**src/rtl/fifo_flagged_if.sv**
```systemverilog
// Bus bundle for fifo_flagged: producer/consumer request lines plus the
// FIFO's occupancy and error status, shared by the FIFO and whoever drives it.
interface fifo_flagged_if #(
   parameter int word_bits  = 8,
   parameter int depth_bits = 3
);
   logic [word_bits-1:0]  data_in;
   logic                  write_in;
   logic                  read_in;
   logic                  flush_in;
   logic                  err_clr_in;
   logic [word_bits-1:0]  data_out;
   logic                  empty_out;
   logic                  full_out;
   logic                  almost_empty_out;
   logic                  almost_full_out;
   logic [depth_bits:0]   level_out;
   logic                  overflow_out;
   logic                  underflow_out;

   // Handshake: there is no separate ready line. A write is taken when
   // write_in & (~full_out | read_in); a read is taken when read_in & ~empty_out.
   // Requests outside those windows are dropped and latch overflow/underflow.
   modport master (
      output data_in, write_in, read_in, flush_in, err_clr_in,
      input  data_out, empty_out, full_out, almost_empty_out, almost_full_out,
             level_out, overflow_out, underflow_out
   );

   modport slave (
      input  data_in, write_in, read_in, flush_in, err_clr_in,
      output data_out, empty_out, full_out, almost_empty_out, almost_full_out,
             level_out, overflow_out, underflow_out
   );
endinterface

```
**src/rtl/fifo_flagged.sv**
```systemverilog
// Single-clock show-ahead FIFO with occupancy level, almost-full/almost-empty
// thresholds, synchronous flush and sticky overflow/underflow flags.
module fifo_flagged #(
   parameter int word_bits    = 8,
   parameter int depth_bits   = 3,
   parameter int afull_level  = (1 << depth_bits) - 1,
   parameter int aempty_level = 1
) (
   input  logic          clk_in,
   input  logic          rst_n_in,
   fifo_flagged_if.slave bus
);
   localparam int depth = 1 << depth_bits;
   localparam int lvl_w = depth_bits + 1;
   localparam logic [lvl_w-1:0]      depth_lvl  = lvl_w'(depth);
   localparam logic [lvl_w-1:0]      afull_lvl  = lvl_w'(afull_level);
   localparam logic [lvl_w-1:0]      aempty_lvl = lvl_w'(aempty_level);
   localparam logic [lvl_w-1:0]      lvl_one    = lvl_w'(1);
   localparam logic [depth_bits-1:0] ptr_one    = depth_bits'(1);

   logic [word_bits-1:0]  mem_q [depth];
   logic [word_bits-1:0]  mem_d [depth];
   logic [depth_bits-1:0] wr_ptr_q, wr_ptr_d;
   logic [depth_bits-1:0] rd_ptr_q, rd_ptr_d;
   logic [lvl_w-1:0]      level_q, level_d;
   logic                  overflow_q, overflow_d;
   logic                  underflow_q, underflow_d;
   logic                  is_empty, is_full, wr_ok, rd_ok;

   always_comb begin
      is_empty    = (level_q == '0);
      is_full     = (level_q == depth_lvl);
      // A read on a full FIFO frees the slot the concurrent write lands in.
      wr_ok       = bus.write_in & (~is_full | bus.read_in);
      rd_ok       = bus.read_in & ~is_empty;
      mem_d       = mem_q;
      wr_ptr_d    = wr_ptr_q;
      rd_ptr_d    = rd_ptr_q;
      level_d     = level_q;
      overflow_d  = overflow_q;
      underflow_d = underflow_q;
      if (bus.flush_in) begin
         wr_ptr_d = '0;
         rd_ptr_d = '0;
         level_d  = '0;
      end else begin
         if (wr_ok) begin
            mem_d[wr_ptr_q] = bus.data_in;
            wr_ptr_d        = wr_ptr_q + ptr_one;
         end
         if (rd_ok) rd_ptr_d = rd_ptr_q + ptr_one;
         if (wr_ok & ~rd_ok)      level_d = level_q + lvl_one;
         else if (rd_ok & ~wr_ok) level_d = level_q - lvl_one;
         // Clear first so a coincident set condition wins.
         if (bus.err_clr_in) begin
            overflow_d  = 1'b0;
            underflow_d = 1'b0;
         end
         if (bus.write_in & is_full & ~bus.read_in) overflow_d  = 1'b1;
         if (bus.read_in & is_empty)                underflow_d = 1'b1;
      end
   end

   always_ff @(posedge clk_in) begin
      if (!rst_n_in) begin
         wr_ptr_q    <= '0;
         rd_ptr_q    <= '0;
         level_q     <= '0;
         overflow_q  <= 1'b0;
         underflow_q <= 1'b0;
      end else begin
         wr_ptr_q    <= wr_ptr_d;
         rd_ptr_q    <= rd_ptr_d;
         level_q     <= level_d;
         overflow_q  <= overflow_d;
         underflow_q <= underflow_d;
      end
   end

   // Storage is deliberately left uninitialised by reset.
   always_ff @(posedge clk_in) begin
      if (rst_n_in) mem_q <= mem_d;
   end

   assign bus.data_out         = mem_q[rd_ptr_q];
   assign bus.empty_out        = is_empty;
   assign bus.full_out         = is_full;
   assign bus.almost_empty_out = (level_q <= aempty_lvl);
   assign bus.almost_full_out  = (level_q >= afull_lvl);
   assign bus.level_out        = level_q;
   assign bus.overflow_out     = overflow_q;
   assign bus.underflow_out    = underflow_q;
endmodule

```
**src/flat_wrapper.sv**
```systemverilog
// flat-port wrapper written by rule: the top's interface ports become plain ports
module fifo_flagged_flat 
#(
   parameter int word_bits    = 8,
   parameter int depth_bits   = 3,
   parameter int afull_level  = (1 << depth_bits) - 1,
   parameter int aempty_level = 1
)
  (clk_in, rst_n_in, bus_data_in, bus_write_in, bus_read_in, bus_flush_in, bus_err_clr_in, bus_data_out, bus_empty_out, bus_full_out, bus_almost_empty_out, bus_almost_full_out, bus_level_out, bus_overflow_out, bus_underflow_out);
  fifo_flagged_if #(.word_bits(word_bits), .depth_bits(depth_bits)) bus_i ();
  input  logic clk_in;
  input  logic rst_n_in;
  input wire logic [$bits(bus_i.data_in)-1:0] bus_data_in;
  input wire logic [$bits(bus_i.write_in)-1:0] bus_write_in;
  input wire logic [$bits(bus_i.read_in)-1:0] bus_read_in;
  input wire logic [$bits(bus_i.flush_in)-1:0] bus_flush_in;
  input wire logic [$bits(bus_i.err_clr_in)-1:0] bus_err_clr_in;
  output wire logic [$bits(bus_i.data_out)-1:0] bus_data_out;
  output wire logic [$bits(bus_i.empty_out)-1:0] bus_empty_out;
  output wire logic [$bits(bus_i.full_out)-1:0] bus_full_out;
  output wire logic [$bits(bus_i.almost_empty_out)-1:0] bus_almost_empty_out;
  output wire logic [$bits(bus_i.almost_full_out)-1:0] bus_almost_full_out;
  output wire logic [$bits(bus_i.level_out)-1:0] bus_level_out;
  output wire logic [$bits(bus_i.overflow_out)-1:0] bus_overflow_out;
  output wire logic [$bits(bus_i.underflow_out)-1:0] bus_underflow_out;
  assign bus_i.data_in = bus_data_in;
  assign bus_i.write_in = bus_write_in;
  assign bus_i.read_in = bus_read_in;
  assign bus_i.flush_in = bus_flush_in;
  assign bus_i.err_clr_in = bus_err_clr_in;
  assign bus_data_out = bus_i.data_out;
  assign bus_empty_out = bus_i.empty_out;
  assign bus_full_out = bus_i.full_out;
  assign bus_almost_empty_out = bus_i.almost_empty_out;
  assign bus_almost_full_out = bus_i.almost_full_out;
  assign bus_level_out = bus_i.level_out;
  assign bus_overflow_out = bus_i.overflow_out;
  assign bus_underflow_out = bus_i.underflow_out;
  fifo_flagged #(.word_bits(word_bits), .depth_bits(depth_bits), .afull_level(afull_level), .aempty_level(aempty_level)) u_core (.clk_in(clk_in), .rst_n_in(rst_n_in), .bus(bus_i));
endmodule
```
**config.mk**
```make
export PLATFORM = sky130hd
export DESIGN_NAME = fifo_flagged_flat
export DESIGN_NICKNAME = d
export VERILOG_FILES = /design/src/rtl/fifo_flagged_if.sv /design/src/rtl/fifo_flagged.sv /design/src/flat_wrapper.sv
export SDC_FILE = /design/constraint.sdc
export NUM_CORES = 1
export LEC_CHECK = 0
export CAP_MARGIN = 5
export CELL_PAD_IN_SITES_DETAIL_PLACEMENT = 1
export CELL_PAD_IN_SITES_GLOBAL_PLACEMENT = 2
export CORE_MARGIN = 8
export CORE_UTILIZATION = 42
export CTS_CLUSTER_DIAMETER = 120
export DETAILED_ROUTE_END_ITERATION = 8
export PLACE_DENSITY = 0.89
export SYNTH_ARGS = -nofsm -noshare
export SYNTH_HDL_FRONTEND = slang
export SYNTH_SLANG_ARGS = --single-unit
```
**constraint.sdc**
```tcl
create_clock -name clk_in -period 3.15 [get_ports clk_in]
set_input_delay 0.7875 -clock clk_in [delete_from_list [all_inputs] [get_ports clk_in]]
set_output_delay 0.7875 -clock clk_in [all_outputs]
set_load 0.01 [all_outputs]
```
# Word-level counts from Yosys, hierarchy flattened
# Cells that the tools add are included.
[classes]
n_addsub = 4
reduce_logical = 9
mux = 11
n_eq_ne = 1
bitwise = 17
n_lt_le_gt_ge = 5
[ops]
columns = ["operator", "count"]
rows = [
  ["$bwmux W64", 1],
  ["$bmux W8 S3", 1],
  ["$demux W8 S3", 1],
  ["$mux W8", 3],
  ["$ge A4 B4 Y1 const B", 2],
  ["$mux W4", 2],
  ["$not A3 Y4", 2],
  ["$and A1 B1 Y1", 7],
  ["$not A1 Y1", 7],
  ["$add A3 B1 Y3 const B", 2],
  ["$reduce_bool A2 Y1", 3],
  ["$add A4 B1 Y4 const B", 1],
  ["$eq A4 B4 Y1 const B", 1],
  ["$ge A4 B3 Y1 const B", 1],
  ["$le A4 B1 Y1 const B", 1],
  ["$logic_not A4 Y1", 1],
  ["$lt A4 B1 Y1 const B", 1],
  ["$reduce_and A2 Y1", 2],
  ["$sub A4 B1 Y4 const B", 1],
  ["$mux W1", 3],
  ["$reduce_and A3 Y1", 1],
  ["$reduce_or A2 Y1", 1],
  ["$logic_and A1 B1 Y1", 1],
  ["$or A1 B1 Y1", 1],
]
[totals]
in_bits = 14
reg_bits = 76
word_cells = 60
out_inout_bits = 18

# Longest topological paths before layout
[logic_depth]
word_depth = 8
depth_mapped = 7
mapped_depth_nobuf = 7

# Least setup slack after synthesis
# Ideal clock, no wire load.
[synth_timing]
kind = "register to register"
startpoint = "register u_core.level_q[0] (netlist: u_core.bus.level_out[0])"
endpoint = "register u_core.mem_q[56] (netlist name), enable pin"
setup_ps = 383
synth_period_minus_slack_ps = 2440
t_required_ps = 2767
n_path_buf = 0
arrival_time_ps = 2057
path_slack_ps = 710
stages_incl_launch_ff = 7
cell_sequence = "dfxtp_1 inv_1 ha_1 nand3b_1 o21ai_2 or3_4 nor3_1"
[synth_between]
elab_chain_cells = 5
[synth_rtl]
columns = ["item", "line_no", "text"]
rows = [
  ["start, declared", "fifo_flagged.sv:25", "logic [lvl_w-1:0] level_q, level_d;"],
  ["start signal, assigned", "fifo_flagged.sv:74", "level_q <= level_d;"],
  ["$eq A4 B4 Y1", "fifo_flagged.sv:32", "is_full = (level_q == depth_lvl);"],
  ["$not A1 Y1", "fifo_flagged.sv:34", "wr_ok = bus.write_in & (~is_full | bus.read_in);"],
  ["$or A1 B1 Y1", "fifo_flagged.sv:34", ""],
  ["$and A1 B1 Y1", "fifo_flagged.sv:34", ""],
  ["$reduce_and A3 Y1 (no source line)", "-", ""],
  ["end signal, assigned", "fifo_flagged.sv:82", "if (rst_n_in) mem_q <= mem_d;"],
  ["end, declared", "fifo_flagged.sv:21", "logic [word_bits-1:0] mem_q [depth];"],
]
# Every way passes these cells.
# A chain may end at the register's enable or synchronous reset.

# Worst setup path in the final report
[layout_timing]
startpoint = "register u_core.rd_ptr_q[0]"
endpoint = "output port bus_data_out[1]"
[layout_between]
elab_chain_cells = 4
[layout_rtl]
columns = ["item", "line_no", "text"]
rows = [
  ["start, declared", "fifo_flagged.sv:24", "logic [depth_bits-1:0] rd_ptr_q, rd_ptr_d;"],
  ["start signal, assigned", "fifo_flagged.sv:73", "rd_ptr_q <= rd_ptr_d;"],
  ["$not A3 Y4 (not written as such)", "fifo_flagged.sv:85", "assign bus.data_out = mem_q[rd_ptr_q];"],
  ["$bmux W8 S3", "fifo_flagged.sv:85", ""],
  ["$mux W8 (not written as such) (2 in a row)", "fifo_flagged.sv:85", ""],
  ["end, declared", "flat_wrapper.sv:18", "output wire logic [$bits(bus_i.data_out)-1:0] bus_data_out;"],
]
# Every way passes these cells. The select of a mux whose other input is x is not followed.

==> results.toml <==
[status]
status = "finished clean"

[synth]
synth_fa_ha_area_frac = 0.0229
synthCells = 191
synth_seq_cells = 76
synthSimpleGateAreaFrac = 0.0795
synth_top_family_by_area = "multiplexers"
synthArstFlopShare = 0
synth_compound_area_frac = 0.0382
synth-xor-area-share = 0.00802
synthMuxAreaShare = 0.165
netlist-cell-type-count = 47
syn_nets = 211
yosysTopAreaCellShare = 0.587
synth_warnings = 0
yosysMostFrequentCell = "edfxtp_1"
yosysTopAreaCell = "edfxtp_1"
ys_seq_area_frac = 0.660
synth_edf_count = 64
ys.flop_type = "edfxtp_1"
yosys-top-cells-area = "edfxtp_1 (59%), mux4_1 (13%), dfxtp_1 (7.3%)"
synth.top_cells.by_count = "edfxtp_1 (64), mux4_1 (16), dfxtp_1 (12), nor2_1 (12), nand2_1 (9)"
synth_area_mm2 = 0.00327
synth.avg_cell_area_um2 = 17.1

[sta]
worst_pin_slew_ps = 540
rsz0062_at_grt = "no"
period_minus_slack_ps = 3060
skew_ps = 5.69
finalMaxSlewViolations = 0
post-route-period-util = 0.971
fmax_ghz = 0.327
hold_viol = 0
finalSetupViolations = 0
slew_headroom = 0.640
setup_tns_ps = 0

[grt]
grt_pass1_vias = 1971
grtUsageMet1 = 0.162
grt_pass1_wl_um = 11400
grt_use_met3 = 0.0297
antenna_found_initial = 0
grt_use_met2 = 0.234
grt_overflow = 0
grt.total_usage = 0.138
top_usage_layer = "met2"
grt_start_max_net_pins = 17

[drt]
drc_errors = 0
vias_per_cell = 5.40
ant_nets = 0
post_drt_wl_per_cell_um = 21.0
vias = 1858
routed_wirelength_um = 7220
drt_first_pass_iters = 4
first_iter_violations = 151

[power]
internal-power_mw = 1.53
powerDensity_mw_per_mm2 = 492
pwr-share-comb = 0.070
switching_share = 0.213
total_power_mw = 1.94
p_clk_frac = 0.361
p_leak_nw = 1.34
power_frac_seq = 0.569
vdd_drop_max_v = 0.000178
p_switching_uw = 413

[setup_path]
r2r_cells = 7
cp-end-kind = "output pin"
cp_slowest_cell = "mux4_1"
r2r_start = "u_core.bus.level_out[0]$_SDFFE_PN0P_"
reg2reg_setup_slack_ps = 810
critical_path_required_ps = 2360
critPathTopFamily = "multiplexers"
setup.worst_path.class = "flip-flop to output pin"
cp-start-kind = "flip-flop"
worstPathArrival_ps = 2270
endpoint = "bus_data_out[1]"
rr_endpoint = "u_core.mem_q[59]$_DFFE_PP_"
slowest_delay_ps = 580
path_max_fanout = 16
crit_path_start = "u_core.rd_ptr_q[0]$_SDFFE_PN0P_"
cp.depth = 4
critPathBufInv = 2
worstPathCellList = "buf_12 > mux4_1 > mux2_2 > clkdlybuf4s50_1"

[floorplan]
core_area_mm2 = 0.00765
fp.dieW_um = 104
dieHeight_um = 104
die-area_mm2 = 0.0109
initial_core_util = 0.428
ios = 32
row_count = 32

[hold_path]
holdCritPathClass = "flip-flop to flip-flop"

[placement]
place_congestion = 0.684
dpl.cell_count = 329
dpl.hpwl_um = 4860
portBuffers = 31

[run]
cap_violations = 0

[clock_tree]
cts_sinks = 76
root_buffer = "clkbuf_8"
htree_num_levels = 3
cts_tree = "done"
clock_latency_ps = 340
cts_buffers = 9
clk_pin_slew_ps = 70
cts_setup_buffers = 0
clockBufferDepth = 2

[finish]
antenna_cells = 0
fillCellCount = 748
nNetsFinal = 258
drive_gt1_frac = 0.178
layout.cells.non_filler = 344
area_delta_synth_final_pct = 20.5
==> cell usage in the layout (no fill, tap or decap), drive strengths merged, types with 6 or more instances in the layout <==
cell           synthesis  routed
edfxtp                64      64
clkdlybuf4s50          0      31
mux4                  16      16
buf                    5      14
nor2                  12      12
dfxtp                 12      12
clkbuf                 4      10
nand2                  9       9
mux2                   8       8
ha                     6       6
==> routing by layer <==
metal	vias up	share of wire
li1	854	-
met1	962	0.43
met2	31	0.52
met3	11	0.032
met4	0	0.017
met5	-	0
==> through the flow <==
stage | setup slack [ps] | hold slack (ps) | instance area [um^2] | utilization
6_report | 91.0 | 499 | 3950 | 0.516
5_1_grt | 38.5 | 567 | 3950 | 0.516
4_1_cts | 60.0 | 507 | 3950 | 0.516
3_5_place_dp | 379 | 497 | 3760 | 0.492
3_3_place_gp | 455 | 483 | 3760 | 0.492
2_1_floorplan | 710 | 464 | 3270 | -
==> flip-flops by register name, summed over array words and instances (netlist names) <==
name and count:
u_core.bus.underflow_out 1, u_core.rd_ptr_q 3, u_core.bus.level_out 4, u_core.wr_ptr_q 3
u_core.bus.overflow_out 1, u_core.mem_q 64
==> worst min path at each step <==
stage	startpoint	end	slack (ps)	cells past startpoint
global route	u_core.wr_ptr_q[0]$_SDFFE_PN0P_	u_core.wr_ptr_q[0]$_SDFFE_PN0P_	570	2
finish	u_core.wr_ptr_q[0]$_SDFFE_PN0P_	u_core.wr_ptr_q[0]$_SDFFE_PN0P_	500	2
global placement	u_core.wr_ptr_q[0]$_SDFFE_PN0P_	u_core.wr_ptr_q[0]$_SDFFE_PN0P_	480	2
floorplan	u_core.wr_ptr_q[0]$_SDFFE_PN0P_	u_core.wr_ptr_q[0]$_SDFFE_PN0P_	460	2
CTS	u_core.wr_ptr_q[0]$_SDFFE_PN0P_	u_core.wr_ptr_q[0]$_SDFFE_PN0P_	510	2
detailed placement	u_core.wr_ptr_q[0]$_SDFFE_PN0P_	u_core.wr_ptr_q[0]$_SDFFE_PN0P_	500	2
==> power groups by stage <==
stage,logic [mW],registers [mW],clock network [mW]
after floorplan,0.0704,1.13,0
after global placement,0.131,1.13,0
after detailed placement,0.137,1.13,0
after CTS,0.138,1.10,0.717
after global routing,0.148,1.10,0.754
final,0.136,1.10,0.701
==> what timing repair did <==
action | 4_1_cts | 5_1_grt
hold buffers | 0 | 0
resized for setup | 1 | 0
setup endpoints to repair | 2 | 0
==> logic make-up (layout without fill, tap and decap cells) <==
| family | Yosys count | count (layout) |
|---|---|---|
| XOR/XNOR | 3 | 3 |
| buffers and inverters | 14 | 65 |
| AND/OR/NAND/NOR | 48 | 48 |
| multiplexers | 27 | 27 |
| adder cells (fa/ha/maj) | 6 | 6 |
| AO/OA/AOI/OAI | 17 | 17 |
| flip-flops | 76 | 76 |
==> layout make-up <==
| type | instances | area (um^2) | area share |
|---|---|---|---|
| inverter | 5 | 18.8 | 0.00476 |
| timing repair buffer | 45 | 428 | 0.108 |
| clock buffer | 10 | 128 | 0.0323 |
| clock inverter | 5 | 53.8 | 0.0136 |
| tap | 102 | 128 | 0.0323 |
| sequential | 76 | 2160 | 0.548 |
| multi-input combinational | 101 | 1030 | 0.260 |
==> tightest hold or removal path, stage by stage, from the launching register on <==
cell	delay [ps]
dfxtp_1	340
nand3_1	80
nand2_1	50
Note: power is estimated with default switching activity, not from simulation.
